[config.mk]
export PLATFORM = sky130hd
export DESIGN_NAME = uart_mmio_ctrl
export DESIGN_NICKNAME = d
export VERILOG_FILES = /design/src/rtl/mmio_pkg.sv /design/src/rtl/mmio_counter.sv /design/src/rtl/uart_mmio_ctrl.sv
export SDC_FILE = /design/constraint.sdc
export NUM_CORES = 1
export LEC_CHECK = 0
export ABC_AREA = 1
export BUFFER_PORTS_ARGS = -buffer_cell sky130_fd_sc_hd__clkbuf_2
export CAP_MARGIN = 15
export CORE_MARGIN = 2
export CORE_UTILIZATION = 25
export CTS_BUF_LIST = sky130_fd_sc_hd__clkbuf_8 sky130_fd_sc_hd__clkbuf_16
export DETAILED_ROUTE_END_ITERATION = 8
export GPL_TIMING_DRIVEN = 0
export PLACE_DENSITY = 0.67
export SETUP_SLACK_MARGIN = 0.4
export SYNTH_ARGS = -nofsm -noshare
export SYNTH_HDL_FRONTEND = slang
export SYNTH_SLANG_ARGS = --single-unit
[constraint.sdc]
create_clock -name clk -period 1.4 [get_ports clk]
set_clock_uncertainty 0.15 [all_clocks]
set_input_delay 0.14 -clock clk [delete_from_list [all_inputs] [get_ports clk]]
set_output_delay 0.14 -clock clk [all_outputs]
set_load 0.03 [all_outputs]
[src/rtl/mmio_pkg.sv]
// Address map shared by the UART MMIO controller and its sub-blocks.
package mmio_pkg;
   localparam logic [3:0] MMIO_BASE_NIBBLE = 4'h8;
   localparam logic [7:0] OFF_UART_CTRL    = 8'h00;
   localparam logic [7:0] OFF_UART_RX      = 8'h04;
   localparam logic [7:0] OFF_UART_TX      = 8'h08;
   localparam logic [7:0] OFF_CYC_CNT      = 8'h10;
   localparam logic [7:0] OFF_INST_CNT     = 8'h14;
   localparam logic [7:0] OFF_CNT_RST      = 8'h18;
endpackage

[src/rtl/mmio_counter.sv]
// Wrapping performance counter; a clear beats an increment in the same cycle.
module mmio_counter #(
   parameter int CNT_W = 32
) (
   input  logic             clk,
   input  logic             rst,
   input  logic             clr,
   input  logic             inc,
   output logic [CNT_W-1:0] count
);
   logic [CNT_W-1:0] count_q, count_d;

   always_comb begin
      count_d = count_q;
      if (clr)      count_d = '0;
      else if (inc) count_d = count_q + CNT_W'(1);
   end

   always_ff @(posedge clk) begin
      if (rst) count_q <= '0;
      else     count_q <= count_d;
   end

   assign count = count_q;
endmodule

[src/rtl/uart_mmio_ctrl.sv]
// MMIO bridge between the core memory stage and the UART ready/valid ports.
// Define UART_MMIO_COUNTERS_EN to build the cycle/instruction counters.
module uart_mmio_ctrl
   import mmio_pkg::*;
#(
   parameter int CNT_W = 32
) (
   input  logic        clk,
   input  logic        rst,
   input  logic [31:0] mem_addr,
   input  logic        mem_rd,
   input  logic        mem_wr,
   input  logic [31:0] mem_wdata,
   input  logic        inst_valid,
   output logic [31:0] mmio_rdata,
   input  logic [7:0]  rx_data,
   input  logic        rx_valid,
   output logic        rx_ready,
   output logic [7:0]  tx_data,
   output logic        tx_valid,
   input  logic        tx_ready
);
   logic        hit, rd_hit, wr_hit;
   logic [7:0]  off;
   logic        tx_fire, tx_wr;
   logic        tx_full_q, tx_full_d;
   logic [7:0]  tx_buf_q, tx_buf_d;
   logic [31:0] mmio_rdata_q, mmio_rdata_d;
   logic [31:0] cyc_ext, inst_ext;
   logic        unused_ok;

   assign hit    = (mem_addr[31:28] == MMIO_BASE_NIBBLE);
   assign off    = mem_addr[7:0];
   assign rd_hit = mem_rd & hit;
   assign wr_hit = mem_wr & hit;

   assign rx_ready = rd_hit & (off == OFF_UART_RX) & rx_valid & ~rst;

   // A full buffer can still take a new byte in the cycle its old byte leaves.
   assign tx_fire = tx_full_q & tx_ready;
   assign tx_wr   = wr_hit & (off == OFF_UART_TX) & (~tx_full_q | tx_fire);

   always_comb begin
      tx_full_d = tx_full_q;
      tx_buf_d  = tx_buf_q;
      if (tx_wr) begin
         tx_full_d = 1'b1;
         tx_buf_d  = mem_wdata[7:0];
      end else if (tx_fire) begin
         tx_full_d = 1'b0;
      end
   end

`ifdef UART_MMIO_COUNTERS_EN
   logic             cnt_clr;
   logic [CNT_W-1:0] cyc_cnt, inst_cnt;

   assign cnt_clr = wr_hit & (off == OFF_CNT_RST);

   mmio_counter #(.CNT_W(CNT_W)) u_cyc_cnt (
      .clk(clk), .rst(rst), .clr(cnt_clr), .inc(1'b1), .count(cyc_cnt)
   );
   mmio_counter #(.CNT_W(CNT_W)) u_inst_cnt (
      .clk(clk), .rst(rst), .clr(cnt_clr), .inc(inst_valid), .count(inst_cnt)
   );

   always_comb begin
      cyc_ext              = '0;
      inst_ext             = '0;
      cyc_ext[CNT_W-1:0]   = cyc_cnt;
      inst_ext[CNT_W-1:0]  = inst_cnt;
   end

   assign unused_ok = ^{mem_addr[27:8], mem_wdata[31:8]};
`else
   assign cyc_ext   = '0;
   assign inst_ext  = '0;
   assign unused_ok = ^{mem_addr[27:8], mem_wdata[31:8], inst_valid};
`endif

   // Load data holds until the next load that hits the window.
   always_comb begin
      mmio_rdata_d = mmio_rdata_q;
      if (rd_hit) begin
         case (off)
            OFF_UART_CTRL: mmio_rdata_d = {30'b0, rx_valid, ~tx_full_q};
            OFF_UART_RX:   mmio_rdata_d = {24'b0, rx_data};
            OFF_CYC_CNT:   mmio_rdata_d = cyc_ext;
            OFF_INST_CNT:  mmio_rdata_d = inst_ext;
            default:       mmio_rdata_d = '0;
         endcase
      end
   end

   always_ff @(posedge clk) begin
      if (rst) begin
         tx_full_q    <= 1'b0;
         tx_buf_q     <= '0;
         mmio_rdata_q <= '0;
      end else begin
         tx_full_q    <= tx_full_d;
         tx_buf_q     <= tx_buf_d;
         mmio_rdata_q <= mmio_rdata_d;
      end
   end

   assign tx_valid   = tx_full_q;
   assign tx_data    = tx_buf_q;
   assign mmio_rdata = mmio_rdata_q;
endmodule

After elaboration in Yosys (flattened, before gate mapping)
Index checks and enable logic that the tools add are counted.

Bitwise gates (word level): 11. Reduce and logical (&&, ||, !) cells: 2. Mux-type cells: 3. Equality and inequality tests: 3.

Operator list (count): case mux 8 bit (2 select lines) (1); bitwise AND 1 bit (8); equality test 8 x 3 -> 1 bit (second input constant) (1); equality test 8 x 4 -> 1 bit (second input constant) (1); logical NOT 8 bit (1); equality test 4 bit (second input constant) (1); 2-to-1 mux 1 bit (2); inverter 1 bit (2); nonzero test 2 bit (1); bitwise OR 1 bit (1).

Flip-flop bits (word level): 41. Logic and storage cells: 22. Output and inout bits: 42.

Logic depth before layout (Yosys ltp)
Depth after elaboration: 5. Mapped depth: 8.

Worst setup path before layout
No wires, ideal clock.

Path type: input to output. From: input port mem_addr[7]. To: output port rx_ready. Data arrival time: 1.045 ns. Stages: 5. Path buffers: 0. Setup slack: 0.065 ns. Cells stage by stage: nor2_1 > nand2_2 > nor2_4 > nand2_1 > nor3_2.

Longest elaborated chain between the ends: 4.

Ends and longest elaborated chain: start: declaration (RTL line uart_mmio_ctrl.sv:10) `input logic [31:0] mem_addr,`; equality test 8 x 3 -> 1 bit (RTL line uart_mmio_ctrl.sv:37) `assign rx_ready = rd_hit & (off == OFF_UART_RX) & rx_valid & ~rst;`; bitwise AND 1 bit (3 in a row) (RTL line uart_mmio_ctrl.sv:37); end: declaration (RTL line uart_mmio_ctrl.sv:18) `output logic rx_ready,`.

No other way between the ends.

Worst setup path in the final report
From: input port mem_addr[31]. To: output port rx_ready.

Longest elaborated chain between the ends: 5.

Ends and longest elaborated chain: equality test 4 bit (RTL line uart_mmio_ctrl.sv:32) `assign hit = (mem_addr[31:28] == MMIO_BASE_NIBBLE);`; bitwise AND 1 bit (RTL line uart_mmio_ctrl.sv:34) `assign rd_hit = mem_rd & hit;`; bitwise AND 1 bit (3 in a row) (RTL line uart_mmio_ctrl.sv:37).

No other way between the ends.

==> metrics <==
Final Power 1.15 mW; final hold slack 0.0692 ns; core area slightly below 4000 um2; H-tree levels 1; detailed-route DRC error count 0; Final HPWL DP 1.93 mm; endpoints failing setup 0; Final WS setup 0.211 ns; number of synthesis warnings 0; sw power 0.335 mW; most frequent CP cell nor2_4; CP delay by family, top simple AND/OR/NAND/NOR gates; commonest non-fill, non-tap cells in the layout buf_4 (40), clkbuf_2 (33), conb_1 (24); final instance area 2060 um2; Worst R2R Start tx_valid$_SDFFE_PP0P_; Total Die Area 4570 um2; worst path required time 1.11 ns; Clock Latency Late Sink approximately 0.24 ns; Pre-Repair DR Iteration Count 4; crit path cell chain clkbuf_2, inv_1, nor2_4, nand2_4, nor2_4, nand2_2, nor3_4, buf_8; Seq pwr share 0.420; I/O Buffers 50; first-pass GRT wire length 4.37 mm; worst hold start rx_data[1]; Arrival @ worst endpoint 0.90 ns; Routed WL 3.09 mm; RD Place Congestion between 0.6 and 0.7; pin count of the biggest net entering global routing 11; crit share post-route 0.850; Clock Tree Root clkbuf_8; Pwr Density around 560 nW/um2; commonest non-fill, non-tap cell in the layout buf_4; CTS Sinks 17; status completed; number of max-cap violations 0; number of global-route vias before repair between 1000 and 1500; Final ANT Viol Nets 0; Worst setup EP type output pin; Net Sw Frac 0.292; antenna violations before repair 0; Area Growth Syn to Fin 103%; DP Worst Slack -0.0873 ns; DRT iter0 DRCs 15; chip width about 68 um; Post-Synthesis Cell Area 1010 um2; buffers and inverters on the worst path 3; min Tclk post-route ~1.2 ns; Largest stage delay, worst path 0.15 ns; GRT Overall Usage 0.128; RSZ-0062 raised after global routing true; GRT overflow 0; fmax 841 MHz; Setup CP Type in -> out; power share of the combinational group 0.270; Ports 121; Rows 23; Initial Util 0.256; Slew Viols, Final 0; Clk network pwr share 0.311; CP Launch Type input port; Inserted Clock Buffers 3; ant diodes 0; Pint around 0.8 mW; # placed instances 251; via count 1138; final hold vios 0; Synth Register Bits 17; Worst-path clk slew ~0.060 ns; Worst VDD drop about 0.0003 V; Crit-path slowest cell buf_8; TritonCTS clock tree done; Post-DP Area ~1400 um2; crit-path max FO 2; fin nets approximately 320; routed len/inst about 11 um; worst min-delay path category in -> reg; average size of a mapped cell slightly below 8 um2; Vias/cell 3.95; Post-Synthesis Cells 128; share of layout cells above drive strength 1 0.618; Synth cell types 20; CTS max path bufs 2; P_leak approximately 1.1 nW; sequential area share after synthesis 0.337; Die H roughly 68 um; Non-Filler Instances roughly 290; Critical Path Source mem_addr[31]
-- tightest hold or removal path, stage by stage --
cell      delay [ns]
clkbuf_2        0.08
nand3_1         0.07
nand3_1         0.07
nand2_1         0.04
inv_1           0.04
-- cell type report --
type | instances | area (um2)
clock buffers | 3 | 41.3
clock inverters | 1 | 5.00
well taps | 50 | 62.6
flip-flops and latches | 17 | 364
multi-input cells | 101 | 641
plain buffers | 25 | 185
inverters | 9 | 36.3
repair buffers | 82 | 722
fillers | 374 | 1890
-- cell usage after synthesis (all sizes together) --
cell	number	area, um2
inv	9	36.3
a21oi	15	75.1
clkbuf	1	5.00
buf	24	180
dfxtp	17	340
nor2	20	148
nand3	14	87.6
nand2	18	85.1
o21ai	8	40.0
nor3	1	10.0
conb	1	3.75
-- flip-flops by register name (all words and copies together), names as in the netlist --
signal,cells
tx_valid,1
tx_data,8
mmio_rdata,8
-- worst paths after layout --
kind | endpoint | slack (ns) | cells after the start
worst min register to register | mmio_rdata[5]$_SDFFE_PP0P_ | 0.33 | 2
worst max register to register | tx_data[4]$_SDFFE_PP0P_ | 0.23 | 6
worst min-delay path | mmio_rdata[1]$_SDFFE_PP0P_ | 0.07 | 5
worst max-delay path | rx_ready | 0.21 | 8
-- per-stage QoR --
step,TNS (ns),util
5_1_grt,0,0.522
4_1_cts,0,0.479
2_1_floorplan,0,-
3_5_place_dp,-0.0873,0.364
3_3_place_gp,-0.0822,0.364
6_report,0,0.522
-- metal layers --
layer | global-route usage | up-vias | part of all wire
met3 | 0.0300 | 6 | 0.066
li1 | - | 586 | -
met2 | 0.213 | 39 | 0.53
met1 | 0.150 | 507 | 0.38
met4 | 0.0740 | 0 | 0.026
met5 | 0 | - | 0
-- power by group through the flow --
stage | Combinational (mW) | Clock (mW) | Sequential [mW]
after floorplan | 0.185 | 0 | 0.493
after global placement | 0.244 | 0 | 0.493
after detailed placement | 0.244 | 0 | 0.493
after CTS | 0.289 | 0.374 | 0.481
after global routing | 0.331 | 0.393 | 0.481
final | 0.309 | 0.357 | 0.481
-- what timing repair did --
action / 4_1_cts / 5_1_grt
pin swaps: 6 / 12
setup buffers: 6 / 12
endpoints found under the setup margin: 27 / 31
hold buffers: 14 / 0
gates resized for setup: 59 / 31
cloned: 1 / 0
hold endpoints to repair: 14 / 0
-- cells by family (layout without fill, tap and decap cells) --
family                 Yosys count  count (layout)  synth area share
buffers and inverters           34             120             0.219
other                            1              24           0.00371
AND/OR/NAND/NOR                 53              54             0.327
AO/OA/AOI/OAI                   23              23             0.114
flip-flops                      17              17             0.337
(Power assumes the default switching activity.)
